<file path="config.mk">
export PLATFORM = sky130hd
export DESIGN_NAME = wide_add_sequencer
export DESIGN_NICKNAME = d
export VERILOG_FILES = /design/src/rtl/wide_add_sequencer.sv
export SDC_FILE = /design/constraint.sdc
export NUM_CORES = 1
export LEC_CHECK = 0
export ABC_AREA = 1
export CAP_MARGIN = 20
export CORE_MARGIN = 1.5
export CORE_UTILIZATION = 45
export DETAILED_ROUTE_END_ITERATION = 6
export GPL_ROUTABILITY_DRIVEN = 0
export PLACE_DENSITY = 0.71
export SLEW_MARGIN = 20
export SYNTH_ARGS = -nofsm -noshare
export SYNTH_HDL_FRONTEND = slang
export SYNTH_SLANG_ARGS = --single-unit
</file>
<file path="constraint.sdc">
create_clock -name clk_i -period 35.9 [get_ports clk_i]
set_input_delay 3.59 -clock clk_i [delete_from_list [all_inputs] [get_ports clk_i]]
set_output_delay 3.59 -clock clk_i [all_outputs]
set_load 0.005 [all_outputs]
</file>
<file path="src/rtl/wide_add_sequencer.sv">
// wide_add_sequencer: adds two operands of 32*WORDS bits with a single
// 32-bit ripple adder. The adder is reused over WORDS cycles, one word per
// cycle, least-significant word first. The carry between words is held in a
// register. There are valid/ready handshakes on the input and output sides.
//
// Optional feature macro: WIDE_ADD_SUB_EN
//   When defined, the block has a sub_i port. If the captured sub_i is 1,
//   B is inverted word by word, so the result is A + ~B + carry_i.
//   With carry_i = 1 this is A - B, and carry_o = 1 means no borrow.
//   When the macro is undefined, the block only adds.
//
// state | meaning
// ------+----------------------------------------------------------
// IDLE  | waiting for operands; in_ready_o high
// RUN   | one word per cycle through the shared adder, idx = word
// DONE  | result held on sum_o/carry_o until the consumer takes it

module Ripple32Adder (
    input  logic [31:0] a,
    input  logic [31:0] b,
    input  logic        carry_i,
    output logic [31:0] sum,
    output logic        carry_o
);

    // Bit-serial carry chain, written out explicitly as a ripple.
    always_comb begin
        logic c;
        c   = carry_i;
        sum = '0;
        for (int i = 0; i < 32; i++) begin
            sum[i] = a[i] ^ b[i] ^ c;
            c      = (a[i] & b[i]) | (c & (a[i] ^ b[i]));
        end
        carry_o = c;
    end

endmodule

module wide_add_sequencer #(
    parameter int WORDS = 4
) (
    input  logic                  clk_i,
    input  logic                  rst_i,
    input  logic                  in_valid_i,
    output logic                  in_ready_o,
    input  logic [32*WORDS-1:0]   a_i,
    input  logic [32*WORDS-1:0]   b_i,
    input  logic                  carry_i,
`ifdef WIDE_ADD_SUB_EN
    input  logic                  sub_i,
`endif
    output logic                  out_valid_o,
    input  logic                  out_ready_i,
    output logic [32*WORDS-1:0]   sum_o,
    output logic                  carry_o,
    output logic                  busy_o
);

    localparam int IW = (WORDS > 1) ? $clog2(WORDS) : 1;
    localparam logic [IW-1:0] LAST_IDX = IW'(WORDS - 1);

    localparam logic [1:0] IDLE = 2'd0;
    localparam logic [1:0] RUN  = 2'd1;
    localparam logic [1:0] DONE = 2'd2;

    logic [1:0]              state;
    logic [WORDS-1:0][31:0]  a_q;
    logic [WORDS-1:0][31:0]  b_q;
    logic [WORDS-1:0][31:0]  sum_q;
    logic                    cy_q;
    logic [IW-1:0]           idx;

    logic [31:0]             add_a;
    logic [31:0]             add_b;
    logic [31:0]             add_sum;
    logic                    add_co;

`ifdef WIDE_ADD_SUB_EN
    logic                    sub_q;

    // Select the current word of B. It is inverted when subtracting.
    always_comb begin
        add_a = a_q[idx];
        add_b = sub_q ? ~b_q[idx] : b_q[idx];
    end
`else
    // Select the current word of A and of B.
    always_comb begin
        add_a = a_q[idx];
        add_b = b_q[idx];
    end
`endif

    Ripple32Adder u_adder (
        .a       (add_a),
        .b       (add_b),
        .carry_i (cy_q),
        .sum     (add_sum),
        .carry_o (add_co)
    );

    // Sequencer FSM: capture operands, step through the words, then hold the result.
    always_ff @(posedge clk_i) begin
        if (rst_i) begin
            state <= IDLE;
            sum_q <= '0;
            cy_q  <= 1'b0;
            idx   <= '0;
`ifdef WIDE_ADD_SUB_EN
            sub_q <= 1'b0;
`endif
        end else begin
            case (state)
                IDLE: begin
                    if (in_valid_i) begin
                        a_q   <= a_i;
                        b_q   <= b_i;
                        cy_q  <= carry_i;
                        idx   <= '0;
`ifdef WIDE_ADD_SUB_EN
                        sub_q <= sub_i;
`endif
                        state <= RUN;
                    end
                end
                RUN: begin
                    sum_q[idx] <= add_sum;
                    cy_q       <= add_co;
                    if (idx == LAST_IDX) begin
                        state <= DONE;
                    end else begin
                        idx <= idx + 1'b1;
                    end
                end
                DONE: begin
                    if (out_ready_i) begin
                        state <= IDLE;
                    end
                end
                default: state <= IDLE;
            endcase
        end
    end

    // Outputs come only from registers and state. rst_i blocks ready during reset.
    always_comb begin
        in_ready_o  = (state == IDLE) && !rst_i;
        out_valid_o = (state == DONE);
        busy_o      = (state != IDLE);
        sum_o       = sum_q;
        carry_o     = cy_q;
    end

endmodule

</file>
# Word-level counts from Yosys, hierarchy flattened
# Cells that the tools add are included.
# classes
n_mux,16
n_reduce_logical,10
eq_ne,7
n_lt_le_gt_ge,2
bitwise,161
add_sub_neg,1
# ops
cell,count
32-bit binary-select mux with 2-bit select,2
128-bit bitwise mux,1
32-bit two-way mux,3
1-bit AND,64
32-bit demux with 2-bit select,1
1-bit bitwise XOR,64
1-bit bitwise OR,32
2-bit two-way mux,5
3-bit AND reduction,3
"2-bit != test, second input constant",3
2-bit case mux with 3 select lines,1
"2-bit == test, second input constant",2
2-bit case mux with 2 select lines,1
2-bit nonzero test,2
"2-bit by 3-bit less-than comparator with 1-bit output, second input constant",1
"2-bit by 1-bit adder with 2-bit output, second input constant",1
"2-bit by 1-bit == test with 1-bit output, second input constant",1
"2-bit by 1-bit >= comparator with 1-bit output, second input constant",1
1-bit logical AND,2
2-bit logical NOT,1
"2-bit by 1-bit != test with 1-bit output, second input constant",1
1-bit case mux with 2 select lines,1
2-bit AND reduction,1
1-bit logical NOT,1
2 further kinds,2
# totals
regBits,389
input_bits,261

# Depth between registers and ports, before layout
# logic_depth
depth_word,68
ltp_mapped,44
ltp_nobuf,41

# Cells and area by module
# A second synthesis with hierarchy kept.
# unflattened
cells_unflattened,1270
hier_area_um2,14869.3
# modules_own_cells
mod,area_each_um2,cells_each,instances,seq_area_each_um2
wide_add_sequencer,14191.1,1228,1,10349.9
Ripple32Adder,678.2,42,1,0.0

# Worst setup path before layout
# No wires, ideal clock.
# synth_timing
path_kind,input to register
from,input port rst_i
to,register a_q[0] in the netlist's numbering (enable)
setup_slack_ns,13.807
path_buffers,0
cell_stages,1
t_required_ns,34.714
setup_ns,1.186
t_arrival_ns,20.907
path_cell_list,nor3_1
# synth_via
elab_chain_cells,2
# synth_lines
element,line_no,rtl
from (decl),44,"input logic rst_i,"
1-bit NOT (no line),--,
3-bit AND reduction (no line),--,
to (signal assigned),117,a_q <= a_i;
to (decl),68,logic [WORDS-1:0][31:0] a_q;
# Every way passes these cells.
# A chain may end at the register's enable or synchronous reset.

# Worst setup path after layout
# layout_timing
from,register idx[0]
to,"register sum_q, in the netlist sum_o[95]"
# layout_via
elab_chain_cells,67
word_cells_on_any_way,136
classes_between,2 x order compare; 7 x mux; 126 x bitwise; 1 x reduce/logical
# layout_lines
element,line_no,rtl
from (decl),72,logic [IW-1:0] idx;
from (signal assigned),133,idx <= idx + 1'b1;
32-bit binary-select mux with 2-bit select (on tied branches),"90, 91",
32-bit two-way mux (on tied branches),"90, 91",
1-bit bitwise XOR,33,c = (a[i] & b[i]) | (c & (a[i] ^ b[i]));
1-bit AND,33,
1-bit bitwise OR,33,
1-bit AND,33,
1-bit bitwise OR,33,
1-bit AND,33,
[... 51 more ...],--,
1-bit AND,33,
1-bit bitwise OR,33,
1-bit AND,33,
1-bit bitwise OR,33,
1-bit AND,33,
1-bit bitwise OR,33,
1-bit bitwise XOR,32,sum[i] = a[i] ^ b[i] ^ c;
128-bit bitwise mux *,128,sum_q[idx] <= add_sum;
"to (signal, indexed assignment)",128,
to (decl),70,logic [WORDS-1:0][31:0] sum_q;
# Every way passes the cells marked *; elsewhere a longest branch is shown, timed or not. The select of a mux whose other input is x is not followed.

==> results.py <==
metrics = {
    "final_layout": {
        "fillers": 2570,
        "multi_input_comb_area_mm2": 0.004145,
        "drive_gt1_frac": 0.07447,
        "seq_area_mm2": 0.01035,
        "area_growth_pct": 36.03,
        "nets": 1932,
    },
    "global_routing": {
        "grt_pass1_vias": 10770,
        "met2_usage": 0.3872,
        "met1_usage": 0.3247,
        "grt_usage": 0.2397,
        "grt_overflow": 0,
        "grt_max_degree": 89,
        "top_usage_layer": "met2",
        "grt_util_met3": 0.04774,
        "antenna_found_initial": 6,
        "grt_pass1_wl_um": 61810,
    },
    "pwr": {
        "seqPwrFrac": 0.453,
        "p_sw_uw": 287.1,
        "leakage_uw": 0.007493,
        "ir_drop_uv": 28.12,
        "intPower_uw": 837.6,
        "switching_share": 0.2552,
        "power_frac_comb": 0.169,
        "p_clk_frac": 0.378,
        "p_per_area_mw_per_mm2": 54.83,
    },
    "logic_synthesis": {
        "ys_top_cells_by_area": "edfxtp_1 (51%), dfxtp_1 (18%), nor2_1 (8.9%)",
        "yosys_warnings": 0,
        "synth_flop_cell": "edfxtp_1",
        "synth_commonest_cells": "nor2_1 (356), edfxtp_1 (256), o21ai_0 (248)",
        "syn_nets": 1568,
        "async_reset_ff_frac": 0,
        "synth_top_area_share": 0.5098,
        "post-synth-top-count-cell": "nor2_1",
        "synth_edf_count": 256,
        "ys_ff_latch": 389,
        "netlist_area_mm2": 0.01508,
        "synth_seq_area_share": 0.6864,
        "synthCells": 1271,
        "yosysTopAreaCell": "edfxtp_1",
        "yosysUniqueCellTypes": 23,
        "syn_area_per_cell_um2": 11.86,
    },
    "route": {
        "drt_iter0_markers": 920,
        "viasPerCell": 5.165,
        "first_pass_iters": 5,
        "drcViolationCount": 0,
        "wl_um": 42380,
        "vias": 10900,
        "postRouteAntennaNets": 0,
        "wl_per_cell_um": 20.07,
    },
    "setup_path": {
        "max_stage_delay_ns": 0.70,
        "cp-end-kind": "flip-flop",
        "crit_arrival_ns": 16.59,
        "start_kind": "flip-flop",
        "worstPathMaxFanout": 71,
        "timing.critical_path.mode_cell": "fa_1",
        "cpMaxStageDelayCell": "dfxtp_4",
        "cp.required_ns": 36.35,
        "criticalPathCategory": "flip-flop to flip-flop",
    },
    "sta": {
        "fin_crit_ns": 16.15,
        "fin_setup_tns_ns": 0,
        "fin_crit_sh": 0.4497,
        "finalSetupViolations": 0,
        "fin_worst_skew_ns": 0.009593,
        "rsz0062_at_grt": "no",
        "max_slew_margin": 0.3820,
        "fmax_mhz": 61.94,
        "tightest_slew_ns": 0.9269,
        "worst_slack_ns": 19.75,
        "hold_viol": 0,
        "drv_slew": 0,
    },
    "clock_tree": {
        "clock_sinks": 389,
        "cts_post_setup_buffers_inserted": 0,
        "tritoncts": "yes",
        "numCtsBuffers": 40,
        "cts_max_path_buffers": 3,
        "h-tree-depth": 2,
        "cts_resized": 0,
        "root_buffer": "clkbuf_16",
        "clk_latency_ns": 0.51,
        "cts-hold-fix-buffers": 0,
        "clkTransAtPathRegs_ns": 0.06,
    },
    "floorplan": {
        "io-pin-count": 393,
        "die_w_um": 186.1,
        "core_mm2": 0.03278,
        "num_rows": 66,
        "start_util": 0.4600,
        "fp.dieArea_mm2": 0.03462,
        "die_h_um": 186.1,
    },
    "run_status": {
        "status": "finished, final reports clean",
    },
    "placement": {
        "io_buffer_count": 392,
        "dp_hpwl_um": 29170,
        "dpl_worst_slack_ns": 19.72,
    },
    "run": {
        "maxCapViolations": 0,
    },
    "worst_hold_path": {
        "hp-class": "flip-flop to flip-flop",
    },
}
-- power by group through the flow --
stage          Combinational, µW  Sequential [µW]  Clock, µW
3_5_place_dp                 189              519          0
6_report                     190              510        425
5_1_grt                      205              512        446
4_1_cts                      190              510        429
3_3_place_gp                 186              519          0
2_1_floorplan               96.5              524          0
-- cell usage in the layout, fill, tap and decap left out --
cell             netlist  routed
clkbuf_8               0       9
dfxtp_2                0       1
ha_1                   4       4
nand2_1               28      28
bufinv_16              0       4
inv_2                  3       4
inv_4                  0       1
nor2_2                29      29
o22ai_1               60      60
o21ai_0              248     248
nand2_4                5       5
a21oi_2                1       1
diode_2                0       4
nand3_1               11      11
nor2_4                 4       4
clkbuf_1              39       3
edfxtp_1             256     256
buf_4                  8       9
clkinv_1               0       3
clkinv_2               0       9
buf_16                 0       1
inv_1                 15      13
dfxtp_4                0       1
nor3_2                 0       1
a21oi_1                3       3
clkdlybuf4s50_1        0     392
fa_1                  32      32
nor2_8                 1       1
nor2_1               356     356
dfxtp_1              133     131
clkinv_4               0       1
inv_6                  0       1
o21ai_1                1       1
clkbuf_16              0      41
clkbuf_2               0       1
-- state kept, by name, indices dropped and copies added (netlist names) --
signal	flops
a_q	128
b_q	128
carry_o	1
idx	2
state	2
sum_o	128
-- worst max-delay path: cells and delay by family (launching register included) --
family                   cells  cell delay [ns]
adder cells (fa/ha/maj)     32            14.03
buffers and inverters        5             0.72
flip-flops                   1             0.70
AO/OA/AOI/OAI                2             0.40
AND/OR/NAND/NOR              2             0.17
-- area by class of cell --
cell class | count | share of cell area
Sequential cell | 389 | 0.5048
Multi-Input combinational cell | 784 | 0.2021
Timing Repair Buffer | 402 | 0.1959
Clock buffer | 54 | 0.05685
Tap cell | 442 | 0.02696
Clock inverter | 18 | 0.009455
Inverter | 18 | 0.003416
Antenna cell | 4 | 0.0004880
-- metal layers --
metal / vias to the layer above / wire [µm]
met1: 5201 / 17990
met5: - / 26
met3: 86 / 3249
met2: 469 / 19950
met4: 4 / 1156
li1: 5143 / -
-- cells by family after synthesis --
logic type | synth area share
compound gates | 0.1091
fa+ha+maj | 0.04580
buf+inv | 0.03908
flops | 0.6864
simple gates | 0.1196
-- worst paths after layout --
kind,slack (ns),from,to,depth (start not counted)
max,19.75,idx[0],sum_o[95],41
min reg2reg,0.51,sum_o[102],sum_o[102],2
max reg2reg,19.75,idx[0],sum_o[95],41
min,0.51,sum_o[102],sum_o[102],2
-- metrics by stage --
step / std cells / hold WS [ns] / instance area, µm² / power (µW) / util
4_1_cts: 2106 / 0.5148 / 20470 / 1129 / 0.6245
3_5_place_dp: 2034 / 0.4954 / 19110 / 708.1 / 0.5830
5_1_grt: 2110 / 0.5404 / 20510 / 1164 / 0.6256
2_1_floorplan: 1271 / 0.4843 / 15080 / 621.0 / -
3_3_place_gp: 2034 / 0.4917 / 19110 / 704.7 / 0.5830
6_report: 2111 / 0.5085 / 20510 / 1125 / 0.6257
Power figures use the tool's default switching activity.
